===== config.mk =====
export PLATFORM = sky130hd
export DESIGN_NAME = ibex_ex_unit_seq_flat
export DESIGN_NICKNAME = d
export VERILOG_FILES = /design/src/rtl/ibex_ex_unit_seq_if.sv /design/src/rtl/ibex_ex_unit_seq.sv /design/src/flat_wrapper.sv
export SDC_FILE = /design/constraint.sdc
export NUM_CORES = 1
export LEC_CHECK = 0
export CORE_AREA = 2 2 198 200
export DETAILED_ROUTE_END_ITERATION = 12
export DIE_AREA = 0 0 200 202
export DONT_BUFFER_PORTS = 1
export RECOVER_POWER = 25
export SLEW_MARGIN = 10
export SYNTH_ARGS = -nofsm -noshare
export SYNTH_HDL_FRONTEND = slang
export SYNTH_SLANG_ARGS = --single-unit

===== constraint.sdc =====
create_clock -name clk_i -period 2.1 [get_ports clk_i]
set_input_delay 0.21 -clock clk_i [delete_from_list [all_inputs] [get_ports clk_i]]
set_output_delay 0.21 -clock clk_i [all_outputs]
set_load 0.03 [all_outputs]

===== src/rtl/ibex_ex_unit_seq_if.sv =====
// Issue, functional-unit and writeback signals of the EX-stage sequencer.
// The master modport is the sequencer; the slave modport is its environment.
interface ibex_ex_unit_seq_if #(
    parameter int NumUnits    = 4,
    parameter int ResultWidth = 91,
    parameter int ExcWidth    = 5
);
    localparam int UW = $clog2(NumUnits);

    logic                            issue_valid_i;
    logic                            issue_ready_o;
    logic [UW-1:0]                   issue_unit_i;
    logic                            issue_is_cap_i;
    logic                            kill_i;
    logic [NumUnits-1:0]             unit_start_o;
    logic [NumUnits-1:0]             unit_kill_o;
    logic [NumUnits-1:0]             unit_valid_i;
    logic [NumUnits*ResultWidth-1:0] unit_result_i;
    logic [NumUnits*ExcWidth-1:0]    unit_exc_i;
    logic                            res_valid_o;
    logic                            res_ready_i;
    logic [ResultWidth-1:0]          res_data_o;
    logic [ExcWidth-1:0]             res_exc_o;
    logic                            res_is_cap_o;
    logic [1:0]                      res_err_o;
    logic                            busy_o;

    modport master (
        input  issue_valid_i, issue_unit_i, issue_is_cap_i, kill_i,
               unit_valid_i, unit_result_i, unit_exc_i, res_ready_i,
        output issue_ready_o, unit_start_o, unit_kill_o, res_valid_o,
               res_data_o, res_exc_o, res_is_cap_o, res_err_o, busy_o
    );

    modport slave (
        output issue_valid_i, issue_unit_i, issue_is_cap_i, kill_i,
               unit_valid_i, unit_result_i, unit_exc_i, res_ready_i,
        input  issue_ready_o, unit_start_o, unit_kill_o, res_valid_o,
               res_data_o, res_exc_o, res_is_cap_o, res_err_o, busy_o
    );
endinterface


===== src/rtl/ibex_ex_unit_seq.sv =====
// EX-stage sequencer: dispatches one op at a time to a functional unit, watches for
// hung units and holds the result in a valid/ready writeback register.
module ibex_ex_unit_seq #(
    parameter int NumUnits    = 4,
    parameter int ResultWidth = 91,
    parameter int ExcWidth    = 5,
    parameter int MaxCycles   = 64
) (
    input logic                clk_i,
    input logic                rst_i,
    ibex_ex_unit_seq_if.master bus
);
    localparam int UW = $clog2(NumUnits);
    localparam int NP = 2 ** UW;
    localparam int CW = (MaxCycles > 0) ? $clog2(MaxCycles + 1) : 1;
    localparam logic [CW-1:0] CntLast = (CW)'((MaxCycles > 0) ? MaxCycles - 1 : 0);
    localparam logic [UW:0]   NuLim   = (UW + 1)'(NumUnits);

    typedef enum logic [1:0] {IDLE, WAIT, RESP} state_e;

    state_e                 state_q;
    logic [UW-1:0]          unit_q;
    logic [CW-1:0]          cnt_q;
    logic                   res_valid_q;
    logic [ResultWidth-1:0] res_data_q;
    logic [ExcWidth-1:0]    res_exc_q;
    logic                   res_is_cap_q;
    logic [1:0]             res_err_q;

    function automatic logic [CW-1:0] sat_inc(input logic [CW-1:0] v);
        return (v == {CW{1'b1}}) ? v : v + 1'b1;
    endfunction

    function automatic logic [NumUnits-1:0] onehot(input logic [UW-1:0] idx);
        logic [NP-1:0] oh;
        oh      = '0;
        oh[idx] = 1'b1;
        return oh[NumUnits-1:0];
    endfunction

    // Unit slices padded to a power of two so any index selects a defined zero value.
    logic [NP-1:0]          valid_pad;
    logic [ResultWidth-1:0] result_arr [NP];
    logic [ExcWidth-1:0]    exc_arr    [NP];

    assign valid_pad = (NP)'(bus.unit_valid_i);

    for (genvar g = 0; g < NP; g++) begin : g_slice
        if (g < NumUnits) begin : g_real
            assign result_arr[g] = bus.unit_result_i[g*ResultWidth +: ResultWidth];
            assign exc_arr[g]    = bus.unit_exc_i[g*ExcWidth +: ExcWidth];
        end else begin : g_pad
            assign result_arr[g] = '0;
            assign exc_arr[g]    = '0;
        end
    end

    logic issue_ready;
    logic accept;
    logic issue_legal;
    logic timeout;

    always_comb begin
        issue_ready = 1'b0;
        unique case (state_q)
            IDLE:    issue_ready = !bus.kill_i;
            RESP:    issue_ready = bus.res_ready_i && !bus.kill_i;
            default: issue_ready = 1'b0;
        endcase
        if (rst_i) issue_ready = 1'b0;
    end

    assign accept      = bus.issue_valid_i && issue_ready;
    assign issue_legal = {1'b0, bus.issue_unit_i} < NuLim;
    assign timeout     = (MaxCycles != 0) && (state_q == WAIT) && (cnt_q == CntLast)
                         && !valid_pad[unit_q];

    assign bus.issue_ready_o = issue_ready;
    assign bus.unit_start_o  = (accept && issue_legal) ? onehot(bus.issue_unit_i) : '0;
    assign bus.unit_kill_o   = (!rst_i && (state_q == WAIT) && (bus.kill_i || timeout))
                               ? onehot(unit_q) : '0;
    assign bus.res_valid_o   = res_valid_q;
    assign bus.res_data_o    = res_data_q;
    assign bus.res_exc_o     = res_exc_q;
    assign bus.res_is_cap_o  = res_is_cap_q;
    assign bus.res_err_o     = res_err_q;
    assign bus.busy_o        = (state_q != IDLE);

    always_ff @(posedge clk_i) begin
        if (rst_i) begin
            state_q      <= IDLE;
            unit_q       <= '0;
            cnt_q        <= '0;
            res_valid_q  <= 1'b0;
            res_data_q   <= '0;
            res_exc_q    <= '0;
            res_is_cap_q <= 1'b0;
            res_err_q    <= 2'b00;
        end else if (bus.kill_i) begin
            state_q     <= IDLE;
            res_valid_q <= 1'b0;
        end else if (accept) begin
            unit_q       <= bus.issue_unit_i;
            res_is_cap_q <= bus.issue_is_cap_i;
            cnt_q        <= '0;
            if (!issue_legal) begin
                state_q     <= RESP;
                res_valid_q <= 1'b1;
                res_data_q  <= '0;
                res_exc_q   <= '0;
                res_err_q   <= 2'b01;
            end else if (valid_pad[bus.issue_unit_i]) begin
                state_q     <= RESP;
                res_valid_q <= 1'b1;
                res_data_q  <= result_arr[bus.issue_unit_i];
                res_exc_q   <= exc_arr[bus.issue_unit_i];
                res_err_q   <= 2'b00;
            end else begin
                state_q     <= WAIT;
                res_valid_q <= 1'b0;
            end
        end else begin
            unique case (state_q)
                WAIT: begin
                    cnt_q <= sat_inc(cnt_q);
                    if (valid_pad[unit_q]) begin
                        state_q     <= RESP;
                        res_valid_q <= 1'b1;
                        res_data_q  <= result_arr[unit_q];
                        res_exc_q   <= exc_arr[unit_q];
                        res_err_q   <= 2'b00;
                    end else if (timeout) begin
                        state_q     <= RESP;
                        res_valid_q <= 1'b1;
                        res_data_q  <= '0;
                        res_exc_q   <= '0;
                        res_err_q   <= 2'b10;
                    end
                end
                RESP: begin
                    if (bus.res_ready_i) begin
                        state_q     <= IDLE;
                        res_valid_q <= 1'b0;
                    end
                end
                default: ;
            endcase
        end
    end
endmodule


===== src/flat_wrapper.sv =====
// flat-port wrapper written by rule: the top's interface ports become plain ports
module ibex_ex_unit_seq_flat 
#(
    parameter int NumUnits    = 4,
    parameter int ResultWidth = 91,
    parameter int ExcWidth    = 5,
    parameter int MaxCycles   = 64
)
  (clk_i, rst_i, bus_issue_valid_i, bus_issue_unit_i, bus_issue_is_cap_i, bus_kill_i, bus_unit_valid_i, bus_unit_result_i, bus_unit_exc_i, bus_res_ready_i, bus_issue_ready_o, bus_unit_start_o, bus_unit_kill_o, bus_res_valid_o, bus_res_data_o, bus_res_exc_o, bus_res_is_cap_o, bus_res_err_o, bus_busy_o);
  ibex_ex_unit_seq_if #(.NumUnits(NumUnits), .ResultWidth(ResultWidth), .ExcWidth(ExcWidth)) bus_i ();
  input logic clk_i;
  input logic rst_i;
  input wire logic [$bits(bus_i.issue_valid_i)-1:0] bus_issue_valid_i;
  input wire logic [$bits(bus_i.issue_unit_i)-1:0] bus_issue_unit_i;
  input wire logic [$bits(bus_i.issue_is_cap_i)-1:0] bus_issue_is_cap_i;
  input wire logic [$bits(bus_i.kill_i)-1:0] bus_kill_i;
  input wire logic [$bits(bus_i.unit_valid_i)-1:0] bus_unit_valid_i;
  input wire logic [$bits(bus_i.unit_result_i)-1:0] bus_unit_result_i;
  input wire logic [$bits(bus_i.unit_exc_i)-1:0] bus_unit_exc_i;
  input wire logic [$bits(bus_i.res_ready_i)-1:0] bus_res_ready_i;
  output wire logic [$bits(bus_i.issue_ready_o)-1:0] bus_issue_ready_o;
  output wire logic [$bits(bus_i.unit_start_o)-1:0] bus_unit_start_o;
  output wire logic [$bits(bus_i.unit_kill_o)-1:0] bus_unit_kill_o;
  output wire logic [$bits(bus_i.res_valid_o)-1:0] bus_res_valid_o;
  output wire logic [$bits(bus_i.res_data_o)-1:0] bus_res_data_o;
  output wire logic [$bits(bus_i.res_exc_o)-1:0] bus_res_exc_o;
  output wire logic [$bits(bus_i.res_is_cap_o)-1:0] bus_res_is_cap_o;
  output wire logic [$bits(bus_i.res_err_o)-1:0] bus_res_err_o;
  output wire logic [$bits(bus_i.busy_o)-1:0] bus_busy_o;
  assign bus_i.issue_valid_i = bus_issue_valid_i;
  assign bus_i.issue_unit_i = bus_issue_unit_i;
  assign bus_i.issue_is_cap_i = bus_issue_is_cap_i;
  assign bus_i.kill_i = bus_kill_i;
  assign bus_i.unit_valid_i = bus_unit_valid_i;
  assign bus_i.unit_result_i = bus_unit_result_i;
  assign bus_i.unit_exc_i = bus_unit_exc_i;
  assign bus_i.res_ready_i = bus_res_ready_i;
  assign bus_issue_ready_o = bus_i.issue_ready_o;
  assign bus_unit_start_o = bus_i.unit_start_o;
  assign bus_unit_kill_o = bus_i.unit_kill_o;
  assign bus_res_valid_o = bus_i.res_valid_o;
  assign bus_res_data_o = bus_i.res_data_o;
  assign bus_res_exc_o = bus_i.res_exc_o;
  assign bus_res_is_cap_o = bus_i.res_is_cap_o;
  assign bus_res_err_o = bus_i.res_err_o;
  assign bus_busy_o = bus_i.busy_o;
  ibex_ex_unit_seq #(.NumUnits(NumUnits), .ResultWidth(ResultWidth), .ExcWidth(ExcWidth), .MaxCycles(MaxCycles)) u_core (.clk_i(clk_i), .rst_i(rst_i), .bus(bus_i));
endmodule

**Yosys cells after proc, flatten, opt, wreduce, memory -nomap -nowiden**

Index checks and enable logic that the tools add are counted.

- Equality and inequality tests: 8
- Divide/modulo/power cells: 0
- Shifts and indexed selects: 0
- Add/subtract/negate cells: 1
- Reductions and logical operators: 22
- Bitwise operators: 3
- Muxes and demuxes: 53
- $lt $le $gt $ge: 6
- Multiply operators: 0

Operators with widths:

| operator | count |
|---|---|
| 91-bit two-way mux | 9 |
| 91-bit binary-select mux with 2-bit select | 2 |
| 5-bit two-way mux | 9 |
| 7-bit two-way mux | 3 |
| 5-bit binary-select mux with 2-bit select | 2 |
| 2-bit two-way mux | 9 |
| 1-bit two-way mux | 10 |
| 1-bit logical AND | 8 |
| 4-bit two-way mux | 2 |
| 7-bit by 1-bit adder with 7-bit output (second input constant) | 1 |
| 7-bit by 6-bit equality test with 1-bit output (second input constant) | 1 |
| 7-bit equality test (second input constant) | 1 |
| 3-bit greater-or-equal comparator (second input constant) | 2 |
| 2-bit by 3-bit < comparator with 1-bit output (second input constant) | 2 |
| 2-bit inverter with 3-bit output | 2 |
| 3-bit AND reduction | 2 |
| 3-bit nonzero test | 2 |
| 1-bit binary-select mux with 2-bit select | 2 |
| 1-bit demux with 2-bit select | 2 |
| 2-bit by 1-bit greater-or-equal comparator with 1-bit output (second input constant) | 2 |
| 4-bit by 1-bit inequality test with 1-bit output (second input constant) | 1 |
| 1-bit case mux with 2 select lines | 2 |
| 2-bit case mux with 2 select lines | 1 |
| 4-bit AND reduction | 1 |
| 12 further kinds | 15 |

- Memory bits (writable): 0
- Latch bits: 0
- Register bits: 111
- Output and inout bits: 110
- Memories kept: 0
- Memory bits (read-only): 0
- Input port bits: 396
- Logic and storage cells: 101

**Depth between registers and ports, before layout**

- Depth in word-level cells: 8
- Depth in mapped cells: 10
- Gate-level depth less buffers: 6

**Worst setup path before layout**

OpenSTA, ideal clock, no wires.

- Kind: reg-to-output
- Start point: register u_core.bus.res_valid_o (netlist name)
- End point: output port bus_unit_start_o[2]
- Required time: 1890 ps
- Setup slack: -304 ps
- Stages on the path, launching flop included: 9
- Buffers on the path: 3
- Data arrival time: 2194 ps
- Cell sequence: dfxtp_1 ha_1 a21o_1 and2_1 clkbuf_1 clkbuf_1 clkbuf_1 nand2_1 nor2_1

RTL lines:

| item | RTL line | text |
|---|---|---|
| end: declaration | flat_wrapper.sv:22 | `output wire logic [$bits(bus_i.unit_start_o)-1:0] bus_unit_start_o;` |

**Worst setup path after layout**

- Start point: register u_core.unit_q[0]
- End point: register u_core.res_data_q[28] (netlist: u_core.bus.res_data_o[28])

- Word-level cells in the longest chain between the ends: 7
- Elaborated cells between the ends (all ways): 13
- Classes of those cells: 8 x mux; 1 x bitwise; 4 x reduce/logical

Ends and longest elaborated chain:

| item | RTL line | text |
|---|---|---|
| start: declaration | ibex_ex_unit_seq.sv:22 | `logic [UW-1:0] unit_q;` |
| start signal: assignment | ibex_ex_unit_seq.sv:103 | `unit_q <= bus.issue_unit_i;` |
| 2-bit inverter with 3-bit output (implied by the code) | ibex_ex_unit_seq.sv:129 | `res_data_q <= result_arr[unit_q];` |
| 91-bit binary-select mux with 2-bit select | ibex_ex_unit_seq.sv:129 |  |
| 91-bit two-way mux (implied by the code) (2 in series) | ibex_ex_unit_seq.sv:129 |  |
| 91-bit two-way mux | ibex_ex_unit_seq.sv:126 | `if (valid_pad[unit_q]) begin` |
| 91-bit two-way mux | ibex_ex_unit_seq.sv:123 | `unique case (state_q)` |
| 91-bit two-way mux | ibex_ex_unit_seq.sv:102 | `end else if (accept) begin` |
| end signal: assignment | ibex_ex_unit_seq.sv:115 | `res_data_q <= result_arr[bus.issue_unit_i];` |
| end signal: assignment | ibex_ex_unit_seq.sv:129 |  |
| end: declaration | ibex_ex_unit_seq.sv:25 | `logic [ResultWidth-1:0] res_data_q;` |

Parallel ways exist; a longest one is shown, timed or not. The select of a mux whose other input is x is not followed.
A chain may end at the register's enable or synchronous reset.

==> results by group <==
Worst setup path
  • R2r worst-path depth: 7
  • Data required, critical path: around 2.4 ns
  • R2R Path End: u_core.bus.res_data_o[28]
  • Critical Path AT: about 2.6 ns
  • Critical path's top delay family: compound AO/OA/AOI/OAI gates
  • Crit path capture type: flop
  • Max stage delay on crit path: between 0.5 and 0.6 ns
  • Critical Path Start Type: flop
  • Crit-path cells: mux4_2 -> buf_4 -> a31o_4 -> a22o_4 -> buf_4 -> clkbuf_16 -> a211oi_2
  • WS Path Type: flop to flop
  • Reg-to-reg setup timing slack: -0.16 ns
  • Crit Path Max Fanout: 7
  • Slowest CP cell: mux4_2
  • Reg2reg start: u_core.unit_q[0]
  • Dominant cell type by count on the critical path: buf_4
  • CP Buf/Inv Count: 3

Cells and area
  • Cell Count, Final, Fillers Out: about 1300
  • Commonest non-fill, non-tap cell in the layout: mux4_2
  • Area Overhead vs Synth: 28.7%
  • Commonest cells after routing, fill and taps aside: 193 x mux4_2, 106 x dfxtp_1, 96 x a22oi_1
  • Share of cells above drive strength 1: 0.617
  • Antenna Cells: 0
  • Final instance area: between 10000 and 15000 um^2
  • Layout net count: 1181

Floorplan
  • IO Count: around 500
  • Die ar.: roughly 40000 um^2
  • Core area: between 30000 and 40000 um^2
  • Starting Density: 0.264
  • Die Ht: between 200 and 250 um
  • Die W: about 200 um
  • FP Rows: just over 70

Timing
  • Final WS setup: -0.156 ns
  • Minimum clock period: 2.26 ns
  • Final period util: 1.07
  • Worst rel slew slack: 0.279
  • Slew Limit Fails: 0
  • RSZ-0062 raised after global routing: yes
  • Fmax achieved: 0.443 GHz
  • Skew final: slightly above 0.009 ns
  • Hold WS: -0.0296 ns
  • Worst-Margin Slew: 1.08 ns
  • Final setup vio count: 79
  • Final hold vios: 12

Min path
  • Hold path startpoint: rst_i
  • Worst hold stages: 1
  • Min-delay worst type: input port to flop
  • Worst-case hold path end point: u_core.bus.res_data_o[19]

Placed design
  • I/O Buffers: 0
  • Routability Congestion: 0.813
  • Post-Place Cell Area: 11100 um^2
  • Post-detail-place hpwl: around 26000 um
  • Placed Cells incl. Taps: 1249

Power and ir drop
  • Pleak: around 0.0036 uW
  • Peak VDD IR: between 0.3 and 0.4 mV
  • Pwr dens: ~510 nW/um^2

Clock tree
  • CTS tree: done
  • # hold bufs at CTS: 7
  • Deepest clock path buffer count: 2
  • Number of clock sinks: roughly 110
  • CTS HTree Levels: 3
  • Root buf cell: clkbuf_16
  • Clock transition at path regs: about 0.08 ns
  • CTS Buf Count: 9
  • Worst skew pair latency: 0.38 ns

Flow run
  • Max-cap violations: 0

Global route
  • Largest net degree at the start of global routing: between 100 and 150
  • Initial antenna violation count: 1
  • GRT overflow: 0
  • First-pass GRT wire length: ~51000 um
  • Number of global-route vias before repair: 8535
  • GRT Total Usage: 0.164

Synthesis
  • Syn_area_per_cell: approximately 12 um^2
  • Top FF cell, synth: dfxtp_1
  • Synthesized area: between 10000 and 15000 um^2
  • Fraction of registers with async set/reset: 0
  • Distinct cells, synth: 46
  • Number of synthesized register bits: approximately 110
  • Syn_nets: between 1000 and 1500
  • Synth Instances: slightly above 800
  • Ys Warns: 0
  • Seq/Total Area, Yosys: 0.216
  • Post-synth EDFFs: 0

Detailed routing
  • DR vias: slightly below 9000
  • Final wirelength: around 40000 um
  • Residual DRC count: 0
  • Routed len/inst: 31.4 um
  • DRT iter0 DRCs: around 630
  • Pre-antenna DRT Iters: 5
  • Post-DRT Antenna Nets: 0
  • Via density: 6.73

Status
  • Violated checks: hold timing, setup timing
  • Outcome: finished, violations left
[how the worst max path moves through the flow]
stage	startpoint	to	slack, ns	cells past startpoint
3_3_place_gp	u_core.unit_q[0]	u_core.bus.res_data_o[55]	0.05	6
3_5_place_dp	u_core.unit_q[0]	u_core.bus.res_data_o[8]	-0.02	6
2_1_floorplan	u_core.unit_q[0]	bus_unit_kill_o[0]	-0.22	5
6_report	u_core.unit_q[0]	u_core.bus.res_data_o[28]	-0.16	7
5_1_grt	u_core.unit_q[0]	bus_unit_kill_o[1]	-0.24	5
4_1_cts	u_core.unit_q[0]	bus_unit_kill_o[2]	-0.1	5
[worst register-to-register path, stage by stage (launching register included)]
cell and delay (ns):
dfxtp_4 0.36, mux4_2 0.54, buf_4 0.17, a31o_4 0.26, a22o_4 0.33, buf_4 0.17
clkbuf_16 0.16, a211oi_2 0.20
[power by group]
part | internal (uW) | switching, uW
clock network | 851 | 910
logic | 1280 | 1100
registers | 2180 | 346
total | 4300 | 2350
[cell type report]
type	instances	area, um^2
Fill cell	3702	25300
Clock inverter	6	45.0
Tap cell	518	648
Inverter	8	30.0
Clock buffer	10	239
Sequential cell	109	2190
Multi-Input combinational cell	560	8540
Timing Repair Buffer	93	1300
[logic make-up (layout without fill, tap and decap cells)]
group                      Yosys count  after routing  share of synthesized area
and+or+nand+nor                     39             39                     0.0212
xor gates and xnor gates             2              2                    0.00174
DFF                                109            109                      0.216
adders and majority gates            4              4                    0.00496
AOI/OAI and AO/OA                  314            316                      0.259
muxes                              198            198                      0.437
other                                1              1                   0.000372
buffers and inverters              142            117                     0.0590
[cells in the mapped netlist, drive strengths merged, types with 5 or more instances]
cell type | number | area (um^2)
a21oi | 5 | 25.0
buf | 28 | 168
a221oi | 96 | 841
nand2 | 7 | 26.3
clkbuf | 106 | 398
nand2b | 5 | 31.3
inv | 8 | 30.0
a211oi | 98 | 881
dfxtp | 109 | 2180
mux4 | 194 | 4370
nor3 | 5 | 25.0
a22oi | 96 | 721
[sequential cells by signal, indices dropped and copies added (netlist names)]
name                     count
u_core.unit_q                2
u_core.cnt_q                 7
u_core.bus.res_err_o         1
u_core.bus.res_data_o       91
u_core.bus.res_exc_o         5
u_core.bus.res_is_cap_o      1
u_core.state_q               1
u_core.bus.res_valid_o       1
[layer usage]
layer  global-route usage  share of wire  wire [um]  up-vias
met1                0.187           0.36      14900     4577
met2                0.290           0.52      21400      499
met4               0.0595          0.028       1160        2
met5                    0        0.00032         13        -
li1                     -              -          -     3625
met3               0.0456          0.086       3510       67
[what timing repair did]
item,in CTS,in global routing
gates resized for setup,28,144
cloned,0,23
pin swaps,2,8
hold endpoints to repair,103,97
setup buffers,3,7
endpoints found under the setup margin,33,103
[through the flow]
| step | power, uW | worst slack (ns) | setup TNS [ns] | util | hold slack (ns) |
|---|---|---|---|---|---|
| after global placement | 4390 | 0.0456 | 0 | 0.289 | 0.303 |
| after floorplan | 4110 | -0.224 | -0.979 | - | 0.346 |
| final | 6660 | -0.156 | -3.08 | 0.339 | -0.0296 |
| after CTS | 6260 | -0.0992 | -0.460 | 0.303 | -0.128 |
| after detailed placement | 4420 | -0.0168 | -0.0674 | 0.289 | 0.298 |
| after global routing | 6950 | -0.240 | -9.30 | 0.339 | -0.116 |
Note: power is estimated with default switching activity, not from simulation.
